===== config.mk =====
export PLATFORM = sky130hd
export DESIGN_NAME = lbus_host_bridge_flat
export DESIGN_NICKNAME = d
export VERILOG_FILES = /design/src/rtl/lbus_pkg.sv /design/src/rtl/lbus_host_bridge_if.sv /design/src/rtl/lbus_host_bridge.sv /design/src/flat_wrapper.sv
export SDC_FILE = /design/constraint.sdc
export NUM_CORES = 1
export LEC_CHECK = 0
export ABC_CLOCK_PERIOD_IN_PS = 2000
export BUFFER_PORTS_ARGS = -buffer_cell sky130_fd_sc_hd__buf_2
export CORE_AREA = 2 2 108 110
export DETAILED_ROUTE_END_ITERATION = 16
export DIE_AREA = 0 0 110 112
export GPL_TIMING_DRIVEN = 0
export PLACE_DENSITY_LB_ADDON = 0.3
export SYNTH_ARGS = -nofsm -noshare
export SYNTH_HDL_FRONTEND = slang
export SYNTH_SLANG_ARGS = --single-unit

===== constraint.sdc =====
create_clock -name clk -period 2 [get_ports clk]
set_clock_uncertainty 0.05 [all_clocks]
set_input_delay 0.1 -clock clk [delete_from_list [all_inputs] [get_ports clk]]
set_output_delay 0.1 -clock clk [all_outputs]
set_load 0.005 [all_outputs]

===== src/rtl/lbus_pkg.sv =====
// Shared definitions for the host-to-local-bus bridge.
//  - host command bytes
//  - FSM state encodings (plain constants for legacy tools)
//  - local-bus address map of the downstream cipher slave
package lbus_pkg;

  localparam logic [7:0] CMD_READ  = 8'h00;
  localparam logic [7:0] CMD_WRITE = 8'h01;

  localparam logic [15:0] ADDR_CTRL   = 16'h0002;
  localparam logic [15:0] ADDR_ENCDEC = 16'h000C;
  localparam logic [15:0] ADDR_KEY    = 16'h0100;
  localparam logic [15:0] ADDR_DIN    = 16'h0140;
  localparam logic [15:0] ADDR_DOUT   = 16'h0180;
  localparam logic [15:0] ADDR_ID     = 16'hFFFC;

  typedef logic [3:0] state_t;

  localparam state_t S_IDLE      = 4'd0;
  localparam state_t S_WA_H      = 4'd1;
  localparam state_t S_WA_L      = 4'd2;
  localparam state_t S_WD_H      = 4'd3;
  localparam state_t S_WD_L      = 4'd4;
  localparam state_t S_WR_ASSERT = 4'd5;
  localparam state_t S_WR_GAP    = 4'd6;
  localparam state_t S_RA_H      = 4'd7;
  localparam state_t S_RA_L      = 4'd8;
  localparam state_t S_RD_WAIT   = 4'd9;
  localparam state_t S_RD_FREEZE = 4'd10;
  localparam state_t S_TX_H      = 4'd11;
  localparam state_t S_TX_L      = 4'd12;

  // States in which a host byte may be taken.
  function automatic logic rx_state(input state_t s);
    return (s == S_IDLE) || (s == S_WA_H) || (s == S_WA_L) || (s == S_WD_H) ||
           (s == S_WD_L) || (s == S_RA_H) || (s == S_RA_L);
  endfunction

endpackage


===== src/rtl/lbus_host_bridge_if.sv =====
// Host byte stream + local-bus signal bundle.
//  master : bridge side (consumes rx bytes, produces tx bytes, drives lbus)
//  slave  : host/slave side (byte source/sink and local-bus slave)
interface lbus_host_bridge_if;
  logic [7:0]  rx_data;
  logic        rx_valid;
  logic        rx_ready;
  logic [7:0]  tx_data;
  logic        tx_valid;
  logic        tx_ready;
  logic [15:0] lbus_a;
  logic [15:0] lbus_di;
  logic        lbus_wr;
  logic        lbus_rd;
  logic [15:0] lbus_do;

  modport master (
    input  rx_data, rx_valid, tx_ready, lbus_do,
    output rx_ready, tx_data, tx_valid, lbus_a, lbus_di, lbus_wr, lbus_rd
  );

  modport slave (
    output rx_data, rx_valid, tx_ready, lbus_do,
    input  rx_ready, tx_data, tx_valid, lbus_a, lbus_di, lbus_wr, lbus_rd
  );
endinterface


===== src/rtl/lbus_host_bridge.sv =====
// Byte-stream to local-bus master.
// Decodes big-endian host packets into lbus cycles:
//   write: 01 AH AL DH DL      read: 00 AH AL -> reply DH DL
// Ports:
//   clk, rstn : clock, async active-low reset
//   bus       : host rx/tx byte handshakes + local-bus (master modport)
//   busy      : FSM not in IDLE
// All bus outputs are registered so reset clears them asynchronously.
module lbus_host_bridge
  import lbus_pkg::*;
#(
  parameter int WR_HOLD = 4,  // cycles lbus_wr high
  parameter int WR_GAP  = 2,  // cycles lbus_wr low before next command
  parameter int RD_WAIT = 3   // cycles lbus_a settles into slave's registered dout
) (
  input  logic               clk,
  input  logic               rstn,
  lbus_host_bridge_if.master bus,
  output logic               busy
);

  localparam int CNT_W = 8;

  state_t             state, state_nxt;
  logic [CNT_W-1:0]   cnt;
  logic [15:0]        hold;
  logic               acc;
  logic               cnt_zero;

  assign acc      = bus.rx_valid & bus.rx_ready;
  assign cnt_zero = (cnt == '0);
  assign busy     = (state != S_IDLE);

  always_comb begin
    state_nxt = state;
    case (state)
      S_IDLE: if (acc) begin
        if (bus.rx_data == CMD_READ)       state_nxt = S_RA_H;
        else if (bus.rx_data == CMD_WRITE) state_nxt = S_WA_H;
      end
      S_WA_H:      if (acc) state_nxt = S_WA_L;
      S_WA_L:      if (acc) state_nxt = S_WD_H;
      S_WD_H:      if (acc) state_nxt = S_WD_L;
      S_WD_L:      if (acc) state_nxt = S_WR_ASSERT;
      S_WR_ASSERT: if (cnt_zero) state_nxt = S_WR_GAP;
      S_WR_GAP:    if (cnt_zero) state_nxt = S_IDLE;
      S_RA_H:      if (acc) state_nxt = S_RA_L;
      S_RA_L:      if (acc) state_nxt = S_RD_WAIT;
      S_RD_WAIT:   if (cnt_zero) state_nxt = S_RD_FREEZE;
      S_RD_FREEZE: state_nxt = S_TX_H;
      S_TX_H:      if (bus.tx_ready) state_nxt = S_TX_L;
      S_TX_L:      if (bus.tx_ready) state_nxt = S_IDLE;
      default:     state_nxt = S_IDLE;
    endcase
  end

  always_ff @(posedge clk or negedge rstn) begin
    if (!rstn) begin
      state        <= S_IDLE;
      cnt          <= '0;
      hold         <= '0;
      bus.rx_ready <= 1'b0;
      bus.tx_valid <= 1'b0;
      bus.tx_data  <= '0;
      bus.lbus_a   <= '0;
      bus.lbus_di  <= '0;
      bus.lbus_wr  <= 1'b0;
      bus.lbus_rd  <= 1'b0;
    end else begin
      state        <= state_nxt;
      // rx_ready follows the state we are about to enter, so it drops on
      // the same edge that completes a packet.
      bus.rx_ready <= rx_state(state_nxt);
      case (state)
        S_WA_H, S_RA_H: if (acc) bus.lbus_a[15:8] <= bus.rx_data;
        S_WA_L:         if (acc) bus.lbus_a[7:0]  <= bus.rx_data;
        S_WD_H:         if (acc) bus.lbus_di[15:8] <= bus.rx_data;
        S_WD_L: if (acc) begin
          bus.lbus_di[7:0] <= bus.rx_data;
          bus.lbus_wr      <= 1'b1;
          cnt              <= CNT_W'(WR_HOLD - 1);
        end
        S_WR_ASSERT: if (cnt_zero) begin
          bus.lbus_wr <= 1'b0;
          cnt         <= CNT_W'(WR_GAP - 1);
        end else begin
          cnt <= cnt - 1'b1;
        end
        S_WR_GAP: if (!cnt_zero) cnt <= cnt - 1'b1;
        S_RA_L: if (acc) begin
          bus.lbus_a[7:0] <= bus.rx_data;
          cnt             <= CNT_W'(RD_WAIT - 1);
        end
        S_RD_WAIT: if (cnt_zero) bus.lbus_rd <= 1'b1;
                   else          cnt <= cnt - 1'b1;
        // Slave dout is frozen this cycle; capture both bytes at once.
        S_RD_FREEZE: begin
          hold         <= bus.lbus_do;
          bus.tx_data  <= bus.lbus_do[15:8];
          bus.tx_valid <= 1'b1;
        end
        S_TX_H: if (bus.tx_ready) bus.tx_data <= hold[7:0];
        S_TX_L: if (bus.tx_ready) begin
          bus.tx_valid <= 1'b0;
          bus.lbus_rd  <= 1'b0;
        end
        default: ;
      endcase
    end
  end

endmodule


===== src/flat_wrapper.sv =====
// flat-port wrapper written by rule: the top's interface ports become plain ports
module lbus_host_bridge_flat import lbus_pkg::*;
#(
  parameter int WR_HOLD = 4,                        
  parameter int WR_GAP  = 2,                                           
  parameter int RD_WAIT = 3                                                        
)
  (clk, rstn, busy, bus_rx_data, bus_rx_valid, bus_tx_ready, bus_lbus_do, bus_rx_ready, bus_tx_data, bus_tx_valid, bus_lbus_a, bus_lbus_di, bus_lbus_wr, bus_lbus_rd);
  lbus_host_bridge_if bus_i ();
  input  logic clk;
  input  logic rstn;
  output logic busy;
  input wire logic [$bits(bus_i.rx_data)-1:0] bus_rx_data;
  input wire logic [$bits(bus_i.rx_valid)-1:0] bus_rx_valid;
  input wire logic [$bits(bus_i.tx_ready)-1:0] bus_tx_ready;
  input wire logic [$bits(bus_i.lbus_do)-1:0] bus_lbus_do;
  output wire logic [$bits(bus_i.rx_ready)-1:0] bus_rx_ready;
  output wire logic [$bits(bus_i.tx_data)-1:0] bus_tx_data;
  output wire logic [$bits(bus_i.tx_valid)-1:0] bus_tx_valid;
  output wire logic [$bits(bus_i.lbus_a)-1:0] bus_lbus_a;
  output wire logic [$bits(bus_i.lbus_di)-1:0] bus_lbus_di;
  output wire logic [$bits(bus_i.lbus_wr)-1:0] bus_lbus_wr;
  output wire logic [$bits(bus_i.lbus_rd)-1:0] bus_lbus_rd;
  assign bus_i.rx_data = bus_rx_data;
  assign bus_i.rx_valid = bus_rx_valid;
  assign bus_i.tx_ready = bus_tx_ready;
  assign bus_i.lbus_do = bus_lbus_do;
  assign bus_rx_ready = bus_i.rx_ready;
  assign bus_tx_data = bus_i.tx_data;
  assign bus_tx_valid = bus_i.tx_valid;
  assign bus_lbus_a = bus_i.lbus_a;
  assign bus_lbus_di = bus_i.lbus_di;
  assign bus_lbus_wr = bus_i.lbus_wr;
  assign bus_lbus_rd = bus_i.lbus_rd;
  lbus_host_bridge #(.WR_HOLD(WR_HOLD), .WR_GAP(WR_GAP), .RD_WAIT(RD_WAIT)) u_core (.clk(clk), .rstn(rstn), .bus(bus_i), .busy(busy));
endmodule

[Word level (Yosys, flattened, before mapping)]
Cells that the tools add are included.
Word-level totals
  flip-flop bits (word level): 64
  input port bits: 28
Operators by class
  $add $sub $neg: 1
  eq/ne operators: 26
  multiplexer cells: 29
  bitwise gates (word level): 1
  reductions and logical operators: 28
Operators by type and width (count)
  4-bit 2-to-1 mux: 14
  4-bit case mux with 13 select lines: 1
  8-bit 2-to-1 mux: 5
  8-bit case mux with 4 select lines: 1
  4-bit by 3-bit == test with 1-bit output (second input constant): 6
  4-bit == test (second input constant): 6
  4-bit by 2-bit == test with 1-bit output (second input constant): 4
  8-bit zero test: 2
  8-bit case mux with 2 select lines: 1
  2-bit AND reduction: 6
  4-bit by 1-bit == test with 1-bit output (second input constant): 2
  8-bit by 1-bit == test with 1-bit output (second input constant): 1
  4-bit zero test: 2
  2-bit by 1-bit inequality test with 1-bit output (second input constant): 4
  2-bit nonzero test: 4
  4-bit nonzero test: 2
  8-bit by 1-bit subtractor with 8-bit output (second input constant): 1
  1-bit logical OR: 6
  2-bit inequality test (second input constant): 3
  1-bit case mux with 2 select lines: 3
  3-bit AND reduction: 2
  2-bit OR reduction: 3
  1-bit 2-to-1 mux: 4
  4-bit AND reduction: 1
  1-bit bitwise AND: 1

[Depth between registers and ports, before layout]
  word-level depth: 12
  gate-level depth with buffers: 9
  depth with buffers taken out: 8

[Least setup slack after synthesis]
Ideal clock, no wire load.
  path kind: register -> register
  start: register u_core.cnt[0]
  end: register u_core.bus.rx_ready
  arrival: 2041 ps
  data required time: 1875 ps
  setup slack: -166 ps
  stages on the path, launching flop included: 9
  buffers on the path: 0
  clock period less this slack: 2166 ps
  cells stage by stage: dfrtp_1 inv_1 ha_1 or4b_4 nor2_8 o22ai_1 or3_4 o21a_1 o2bb2ai_2
Between the ends
  word-level cells in the longest chain between the ends: 10
RTL lines
  start, declared: RTL line lbus_host_bridge.sv:25  | logic [CNT_W-1:0] cnt;
  start signal, assigned: RTL line lbus_host_bridge.sv:81  | cnt <= CNT_W'(WR_HOLD - 1);
  start signal, assigned: RTL line lbus_host_bridge.sv:85  | cnt <= CNT_W'(WR_GAP - 1);
  start signal, assigned: RTL line lbus_host_bridge.sv:87  | cnt <= cnt - 1'b1;
  8-bit zero test (*): RTL line lbus_host_bridge.sv:31  | assign cnt_zero = (cnt == '0);
  4-bit 2-to-1 mux, on equally long branches: RTL line lbus_host_bridge.sv:49, lbus_host_bridge.sv:45, lbus_host_bridge.sv:46
  4-bit case mux with 13 select lines (*): RTL line lbus_host_bridge.sv:36  | case (state)
  named net u_core.state_nxt[0]: RTL line lbus_host_bridge.sv:24  | state_t state, state_nxt;
  4-bit by 1-bit == test with 1-bit output / 4-bit zero test (equally long branches): RTL line lbus_pkg.sv:35  | return (s == S_IDLE) || (s == S_WA_H) || (s == S_WA_L) || (s == S_WD_H) ||
  1-bit logical OR (4 in series): RTL line lbus_pkg.sv:35
  1-bit logical OR: RTL line lbus_pkg.sv:36  | (s == S_WD_L) || (s == S_RA_H) || (s == S_RA_L);
  1-bit logical OR (*): RTL line lbus_pkg.sv:36
  end signal, assigned: RTL line lbus_host_bridge.sv:73  | bus.rx_ready <= rx_state(state_nxt);
  end, declared: RTL line lbus_host_bridge_if.sv:19  | output rx_ready, tx_data, tx_valid, lbus_a, lbus_di, lbus_wr, lbus_rd
Mark *: on every way through the listed nets, which the timed path passes. The rest lies on a longest branch.
A chain may end at the register's enable or synchronous reset.

[Worst setup path after layout]
  start: register u_core.cnt[1]
  end: register u_core.bus.rx_ready
Same word-level chain as after synthesis.

==> run summary <==
status = complete, but fails checks
failing checks = negative setup slack
Remaining Overflow, GRT = 0
Netlist cell types = 47
Setup crit end kind = register
Global Route Usage Sum = 13.4%
Core Area = 0.0112 mm²
Synth area leader = dfrtp_1
antenna violations before repair = 0
Rel. slew slack = 45.7%
largest net degree at the start of global routing = 65
Synth top cells by count = dfrtp_1 (64), mux2_2 (41), nand2_1 (21)
DR vias = 2325
worst-margin pin slew = 0.814 ns
Die H = 112 µm
Total Power = 6.64 mW
die area = 0.0123 mm²
Multi-input gate area = 0.00146 mm²
CP max FO = 3
Area Growth Syn to Fin = 40.2%
Worst Hold Class = in -> reg
max-slew violation count = 0
sequential area share after synthesis = 52.7%
Clk pin slew, worst setup/hold paths = 0.05 ns
Hold Violations, Final = 0
Max clock buf depth = 2
layout cells sized above 1 = 49.6%
CTS root buffer = clkbuf_16
EDFF count, synth = 0
maximum clock frequency = 453 MHz
signal arrival time at the worst endpoint = 2.41 ns
IO buf count = 72
Die X = 110 µm
predominant post-synthesis flop cell = dfrtp_1
area of the mapped netlist = 0.00304 mm²
H-tree Lvls = 3
Routed WL per cell = 15.1 µm
Cell Pwr Density = 1560 mW/mm²
max-cap violations = 0
Clock Latency Late Sink = 0.32 ns
setup TNS = -0.917 ns
period utilization = 110%
vias in the first global route = 2386
cells taking the most area after synthesis = dfrtp_1 (53%), mux2_2 (15%), mux2i_1 (3.3%)
Clock Sinks = 64
Yosys top cell area share = 52.7%
GPL Wtd Cong = 0.801
minimum clock period = 2.21 ns
Post-Synthesis Cells = 252
CTS tree = done
smallest setup slack after layout = -0.205 ns
synthesized area per cell = 12.1 µm²
critical path type = reg -> reg
row count = 39
CP required = 2.21 ns
RSZ-0062 raised after global routing = true
CTS Buf Count = 9
I/O pin count = 73
Remaining DRCs = 0
Pleak = 2.03 nW
asr flop ratio synth = 100%
number of diodes = 0
Routed Antenna Nets = 0
cells along the critical path = inv_2 > ha_4 > or4b_4 > o311ai_4 > o21ai_2 > a211o_1 > o21a_1 > o2bb2ai_2
drt total wl = 7.67 mm
first-pass GRT wire length = 12.7 mm
Largest stage delay, worst path = 0.53 ns
First DRT Iteration DRCs = 176
setup slack, reg-to-reg = -0.21 ns
post-DP HPWL = 5.15 mm
Post-Syn Nets = 282
vias per inst = 4.58
final setup fails = 11
number of synthesized register bits = 64
most common cell in the netlist = dfrtp_1
FF+latch area = 0.00160 mm²
worst vdd ir = 780 µV
crit path launch type = register
DR pass1 iterations = 4
Final nets = 392
Synth Warn # = 0
initial core utilization = 27.2%
CP max stage cell = or4b_4
Filler cells = 1072
final timing paths:
path	start	to	cells after the start
worst min register to register	u_core.bus.tx_data[2]	u_core.bus.tx_data[2]	2
worst min-delay path	bus_lbus_do[13]	u_core.bus.tx_data[5]	3
worst max register to register	u_core.cnt[1]	u_core.bus.rx_ready	8
worst max-delay path	u_core.cnt[1]	u_core.bus.rx_ready	8
min in group asynchronous	rstn	u_core.bus.lbus_di[2]	2
max in group asynchronous	rstn	u_core.hold[0]	2
layer usage:
metal  wire [µm]  vias up  GRT usage, %
met4          93        0          5.06
met5           0        -             0
met2        3810       47          21.0
met3         317        7          3.86
met1        3450     1151          17.4
li1            -     1120             -
cell families after synthesis:
kind of cell	Yosys count	share of synthesized area, %
xor gates and xnor gates	10	2.88
muxes	51	18.5
buffers and inverters	18	3.58
AOI/OAI and AO/OA	39	8.93
adders and majority gates	2	0.823
and+or+nand+nor	68	12.6
DFF	64	52.7
where the power goes:
part / internal (mW) / switching, mW / total [mW]
Clock: 1.01 / 0.533 / 1.55
Combinational: 1.45 / 1.43 / 2.88
Sequential: 1.89 / 0.322 / 2.21
Total: 4.36 / 2.28 / 6.64
state kept, by name (all words and copies together) (netlist names):
name,flops
u_core.bus.lbus_a,16
u_core.bus.lbus_di,16
u_core.bus.lbus_rd,1
u_core.bus.lbus_wr,1
u_core.bus.rx_ready,1
u_core.bus.tx_data,8
u_core.bus.tx_valid,1
u_core.cnt,8
u_core.hold,8
u_core.state,4
area by class of cell:
cell class / instances / share of cell area (%)
multi-input combinational: 170 / 34.2
timing repair buffer: 99 / 14.3
inverter: 8 / 0.705
clock inverter: 3 / 0.998
buffer: 10 / 2.08
sequential: 64 / 37.6
clock buffer: 11 / 5.93
tap: 143 / 4.20
placed cells by master, fill, tap and decap left out, types with 6 or more instances in the layout:
master	n
a21oi_1	7
buf_2	73
buf_4	16
buf_6	7
clkbuf_16	9
dfrtp_1	64
dlygate4sd3_1	9
inv_1	6
mux2_2	40
mux2i_1	9
nand2_1	21
nor2_1	11
o21ai_0	15
xor2_1	9
worst max-delay path: cells and delay by family, from the launching register on:
family / cells / cell delay [ns]
compound gates: 5 / 0.97
fa+ha+maj: 1 / 0.11
buf+inv: 1 / 0.08
flops: 1 / 0.40
simple gates: 1 / 0.53
through the flow:
stage          worst slack, ns  std cells  util [%]  area, µm²  hold WS [ns]
2_1_floorplan           -0.126        252         -       3040        -0.246
3_3_place_gp            -0.485        467      32.0       3580         0.284
3_5_place_dp            -0.505        467      32.0       3580         0.207
4_1_cts                 -0.220        498      36.6       4100       0.00242
5_1_grt                 -0.280        508      38.1       4260        0.0123
6_report                -0.205        508      38.1       4260        0.0155
repair_timing:
action / 4_1_cts / 5_1_grt
endpoints found under the setup margin: 43 / 30
setup buffers: 8 / 10
resized for setup: 13 / 21
hold endpoints to repair: 72 / 0
hold buffers: 9 / 0
pin swaps: 7 / 13
No activity file was read; power rests on OpenSTA's default activity.
